<file path="src/rtl/fc_stream_host.sv">
// Host-side streaming driver for a fully connected layer: transmits an N-word input
// vector, collects M result words and reports status plus the elapsed RUN cycles.
module fc_stream_host #(
   parameter int M = 8,
   parameter int N = 6,
   parameter int T = 16
) (
   input  logic                 clk,
   input  logic                 reset,
   input  logic                 start,
   input  logic                 load_en,
   input  logic [$clog2(N)-1:0] load_addr,
   input  logic signed [T-1:0]  load_data,
   output logic                 tx_valid,
   input  logic                 tx_ready,
   output logic signed [T-1:0]  tx_data,
   input  logic                 rx_valid,
   output logic                 rx_ready,
   input  logic signed [T-1:0]  rx_data,
   input  logic [$clog2(M)-1:0] res_addr,
   output logic signed [T-1:0]  res_data,
   output logic                 busy,
   output logic                 done,
   output logic [31:0]          cycle_count
);
   localparam int XW = $clog2(N);
   localparam int YW = $clog2(M);

   localparam logic [1:0] S_IDLE = 2'd0;
   localparam logic [1:0] S_RUN  = 2'd1;
   localparam logic [1:0] S_DONE = 2'd2;

   localparam logic [XW:0]   N_END   = (XW+1)'(N);
   localparam logic [YW:0]   M_END   = (YW+1)'(M);
   localparam logic [XW-1:0] TX_LAST = XW'(N-1);

   logic [1:0]          state;
   logic [XW-1:0]       tx_idx;
   logic [YW:0]         rx_idx;
   logic                tx_complete;
   logic signed [T-1:0] xbuf [N];
   logic signed [T-1:0] ybuf [M];
   logic                run;
   logic                tx_fire;
   logic                rx_fire;

   // Handshake outputs derive only from registered state, so they cannot retract mid-stall.
   always_comb begin
      run      = (state == S_RUN);
      busy     = run;
      done     = (state == S_DONE);
      tx_valid = run && !tx_complete;
      tx_data  = tx_valid ? xbuf[tx_idx] : '0;
      rx_ready = run && (rx_idx < M_END);
      tx_fire  = tx_valid && tx_ready;
      rx_fire  = rx_ready && rx_valid;
      res_data = ({1'b0, res_addr} < M_END) ? ybuf[res_addr] : '0;
   end

   always_ff @(posedge clk) begin
      if (reset) begin
         state       <= S_IDLE;
         tx_idx      <= '0;
         rx_idx      <= '0;
         tx_complete <= 1'b0;
         cycle_count <= '0;
         for (int i = 0; i < N; i++) xbuf[i] <= '0;
         for (int i = 0; i < M; i++) ybuf[i] <= '0;
      end else begin
         case (state)
            S_RUN: begin
               if (tx_fire) begin
                  if (tx_idx == TX_LAST) tx_complete <= 1'b1;
                  else                   tx_idx      <= tx_idx + XW'(1);
               end
               if (rx_fire) begin
                  ybuf[rx_idx[YW-1:0]] <= rx_data;
                  rx_idx               <= rx_idx + (YW+1)'(1);
               end
               if (cycle_count != '1) cycle_count <= cycle_count + 32'd1;
               // Exit one cycle after both directions are finished, in whichever order.
               if (tx_complete && (rx_idx == M_END)) state <= S_DONE;
            end
            default: begin
               if (load_en && ({1'b0, load_addr} < N_END)) xbuf[load_addr] <= load_data;
               if (start) begin
                  state       <= S_RUN;
                  tx_idx      <= '0;
                  rx_idx      <= '0;
                  tx_complete <= 1'b0;
                  cycle_count <= '0;
               end
            end
         endcase
      end
   end

endmodule

</file>
<file path="config.mk">
export PLATFORM = sky130hd
export DESIGN_NAME = fc_stream_host
export DESIGN_NICKNAME = d
export VERILOG_FILES = /design/src/rtl/fc_stream_host.sv
export SDC_FILE = /design/constraint.sdc
export NUM_CORES = 1
export LEC_CHECK = 0
export ABC_AREA = 1
export CAP_MARGIN = 40
export CELL_PAD_IN_SITES_DETAIL_PLACEMENT = 1
export CELL_PAD_IN_SITES_GLOBAL_PLACEMENT = 1
export CORE_UTILIZATION = 49
export CTS_CLUSTER_DIAMETER = 40
export DETAILED_ROUTE_END_ITERATION = 12
export HOLD_SLACK_MARGIN = 0.08
export PLACE_DENSITY = 0.9
export SLEW_MARGIN = 20
export SYNTH_ARGS = -nofsm -noshare
export SYNTH_HDL_FRONTEND = slang
export SYNTH_SLANG_ARGS = --single-unit
</file>
<file path="constraint.sdc">
create_clock -name clk -period 4.39 [get_ports clk]
set_input_delay 0.439 -clock clk [delete_from_list [all_inputs] [get_ports clk]]
set_output_delay 0.439 -clock clk [all_outputs]
set_load 0.01 [all_outputs]
</file>
; ---- Word-level counts from Yosys, hierarchy flattened
; Memories as Yosys holds them, arrays and structs flattened. A register that Yosys moved wholly into a read port is not among the register bits.
; Index checks and enable logic that the tools add are counted.
[totals]
register_bits = 42
out_inout_bits = 68
ramBits = 224
in_bits = 44
wordCells = 74
n_memories = 2
[mem_list]
columns = name, words, word_bits, read_ports, rd_clocked_by_memory_dff, write_ports, line
row1 = ybuf, 8, 16, 1, 0, 8, 42  ; logic signed [T-1:0] ybuf [M];
row2 = xbuf, 6, 16, 1, 1, 6, 41  ; logic signed [T-1:0] xbuf [N];
[classes]
reduce_logical = 15
add_sub_neg = 3
muxes = 36
n_lt_le_gt_ge = 2
n_eq_ne = 11
[op_table]
columns = op, count
row1 = two-way mux 32 bit, 3
row2 = two-way mux 16 bit, 3
row3 = adder 32 x 1 -> 32 bit (second input constant), 1
row4 = inequality test 32 bit (second input constant), 1
row5 = OR reduction 16 bit, 2
row6 = two-way mux 3 bit, 8
row7 = two-way mux 1 bit, 16
row8 = two-way mux 4 bit, 3
row9 = inequality test 2 x 1 -> 1 bit (second input constant), 5
row10 = logical AND 1 bit, 6
row11 = two-way mux 2 bit, 3
row12 = AND reduction 2 bit, 3
row13 = AND reduction 3 bit, 2
row14 = adder 4 x 1 -> 4 bit (second input constant), 1
row15 = == test 4 bit (second input constant), 1
row16 = < comparator 4 bit (second input constant), 1
row17 = adder 3 x 1 -> 3 bit (second input constant), 1
row18 = == test 3 bit (second input constant), 1
row19 = < comparator 3 bit (second input constant), 1
row20 = == test 2 x 1 -> 1 bit (second input constant), 1
row21 = == test 2 bit (second input constant), 1
row22 = inequality test 2 bit (second input constant), 1
row23 = nonzero test 2 bit, 1
row24 = zero test 1 bit, 1

; ---- Longest topological paths before layout
[depth]
ltp_word = 9
depth_mapped = 11
ltp_nobuf = 11

; ---- Worst setup path before layout
; Ideal clock, no wire load.
[synth_timing]
path_kind = input-to-reg
startpoint = in load_en
endpoint = mem xbuf[4][0] (enable)
arrival_ns = 2.234
setup_slack_ns = 1.741
setup_ns = 0.415
stages = 5
t_required_ns = 3.975
path_cell_list = nand2_1 a21oi_2 nand2_2 buf_2 o31ai_1
[synth_rtl]
columns = item, line
row1 = start: declaration, 11  ; input logic load_en,
row2 = end: declaration, 41

==> flow_metrics.tcl <==
set metrics [dict create \
    cts_resized 0 \
    setup_violations 0 \
    boundaryPins 112 \
    cts_made_buffers 42 \
    antenna_found_initial 1 \
    slew-limit-headroom 0.479 \
    port_buffers 111 \
    power_density_nw_per_um2 426 \
    rows 61 \
    final_nets 1669 \
    grt_usage 0.308 \
    crit_path_max_fanout 64 \
    synth_common_cells "459 x nor2_1, 256 x edfxtp_1, 187 x nand2_1" \
    postCtsSetupRepairBufs 0 \
    maxSlewViolCount 0 \
    ir_drop_mv 0.313 \
    hpwl_mm 27.1 \
    worst_r2r_endpoint "xbuf[1][12]" \
    ant_nets 0 \
    ys.flop_type "edfxtp_1" \
    drt_iter0_drc 769 \
    netlist_area_um2 13900 \
    die_w_um 170 \
    yosysSeqAreaShare 0.620 \
    p_leak_nw 6.34 \
    start_util 0.499 \
    worstSetupPathType "register to output port" \
    worstPathRequired_ns 3.95 \
    hold_viol 0 \
    r2r-start "state[1]" \
    vias_per_cell 5.69 \
    grt_start_max_net_pins 65 \
    end_kind "output port" \
    yosys-top-cells-area "edfxtp_1 55%, nor2_1 12%, dfxtp_1 6.5%" \
    grt_pass1_wl_mm 67.5 \
    core-area_um2 27800 \
    endpoint "tx_data[6]" \
    reg2reg_depth 10 \
    ff_latch_area_um2 8590 \
    synth-edff-count 256 \
    worstMarginPinSlew_ns 0.779 \
    clk_latency_ns 0.54 \
    syn_inst 1477 \
    tns_ns 0 \
    worst_hold_slack_ns 0.523 \
    grt_pass1_vias 12500 \
    vias 11600 \
    drive_above_1_share 0.0932 \
    drt-total-wl_mm 43.6 \
    dpl.cell_count 1947 \
    holdBufCountCts 0 \
    start_kind "register" \
    die_y_um 170 \
    multi_input_area_um2 4690 \
    drt_drc_violations_left 0 \
    r2r_slack_ns 1.47 \
    synth_top_area_cell "edfxtp_1" \
    fill_cells 3091 \
    cts_num_sinks 301 \
    avgSynthCellArea_um2 9.38 \
    synth.most_common_cell "nor2_1" \
    finClkSkew_ns 0.0292 \
    rsz0062_at_grt "no" \
    cts_root_buf "clkbuf_16" \
    fp.dieArea_um2 29000 \
    yosys.cell_types.count 35 \
    synth_warnings 0 \
    netlist.area_leader.share 0.555 \
    area_growth_pct 22.3 \
    ys_ff_latch 301 \
    cts_tree "yes" \
    max_freq_ghz 0.297 \
    status "finished, final reports clean" \
    instances_no_fill 2031 \
    place.gp.congestion 0.786 \
    arrival_ns 2.93 \
    overflow 0 \
    htreeDepth 2 \
    drt-pass1-iter-count 5 \
    hp-class "register to register" \
    cts_buffer_depth 3 \
    finalCritPeriodShare 0.768 \
    diodes 0 \
    drv_cap 0 \
    min_period_ns 3.37 \
    async_reset_ff_frac 0 \
    wire_per_inst_um 21.4 \
    path_clk_slew_ns 0.06 \
]
-- layout make-up --
cell class | instances | area share
Tap cell | 378 | 0.0279
Clock inverter | 26 | 0.0127
Multi-Input combinational cell | 1034 | 0.277
Sequential cell | 301 | 0.507
Clock buffer | 51 | 0.0678
Timing Repair Buffer | 142 | 0.0864
Inverter | 99 | 0.0219
-- per-stage QoR --
step	util	worst slack (ns)	instance area (um2)	power (W)
6_report	0.610	1.02	17000	0.00722
5_1_grt	0.610	0.909	17000	0.00741
3_5_place_dp	0.558	0.982	15500	0.00394
4_1_cts	0.607	0.965	16900	0.00723
2_1_floorplan	-	1.74	14000	0.00365
3_3_place_gp	0.552	1.16	15300	0.00388
-- logic make-up (layout without fill, tap and decap cells) --
logic type,after synthesis,after routing,share of synthesized area
AND/OR/NAND/NOR,757,757,0.223
XOR/XNOR,8,8,0.00506
flip-flops,301,301,0.620
adder cells (fa/ha/maj),5,5,0.00451
buffers and inverters,173,318,0.0508
AO/OA/AOI/OAI,232,232,0.0968
other,1,32,0.000271
-- registers in the layout, summed over array words and instances (netlist names), named ones only --
signal,count
cycle_count,32
rx_idx,4
state,2
tx_complete,1
tx_idx,3
xbuf,128
ybuf,128
-- power breakdown --
group | switching [W] | total, W | internal (W)
combinational | 0.000443 | 0.000665 | 0.000222
sequential | 0.0000434 | 0.00325 | 0.00321
clock | 0.00130 | 0.00330 | 0.00199
total | 0.00179 | 0.00722 | 0.00543
-- critical path, cell delays in order (launching register included) --
cell	delay, ns
dfxtp_2	0.33
buf_4	0.55
o21ai_0	0.20
o22ai_1	0.19
o21ai_0	0.11
a31oi_1	0.36
clkdlybuf4s50_1	0.63
-- how the worst min path moves through the flow --
| stage | start | endpoint | slack, ns | depth (start not counted) |
|---|---|---|---|---|
| after global routing | state[1] | state[1] | 0.55 | 2 |
| after floorplan | tx_idx[2] | register | 0.44 | 1 |
| after CTS | state[1] | state[1] | 0.52 | 2 |
| after detailed placement | tx_idx[2] | tx_idx[2] | 0.50 | 1 |
| after global placement | tx_idx[2] | tx_idx[2] | 0.48 | 1 |
| final | state[1] | state[1] | 0.52 | 2 |
-- placed cells by master, fill, tap and decap left out, types with 6 or more instances in the layout --
master	netlist	routed
nor2_1	459	459
edfxtp_1	256	256
nand2_1	187	187
clkdlybuf4s50_1	0	109
o21ai_0	106	106
inv_1	93	93
nand3_1	60	60
clkbuf_16	0	45
dfxtp_1	45	44
a21oi_1	41	41
o32ai_1	32	32
conb_1	1	32
nor2_2	18	18
o22ai_1	17	17
nand2_2	17	17
a31oi_1	16	16
buf_4	2	16
o21ai_1	14	14
clkinv_2	0	7
buf_8	0	7
nor2_4	6	6
inv_2	6	6
xor2_1	6	6
clkbuf_1	47	6
-- metal layers --
metal,track usage,wire [um]
met1,0.344,16300
met2,0.578,23300
met3,0.0451,2310
met4,0.135,1660
met5,0,11
(Power assumes the default switching activity.)
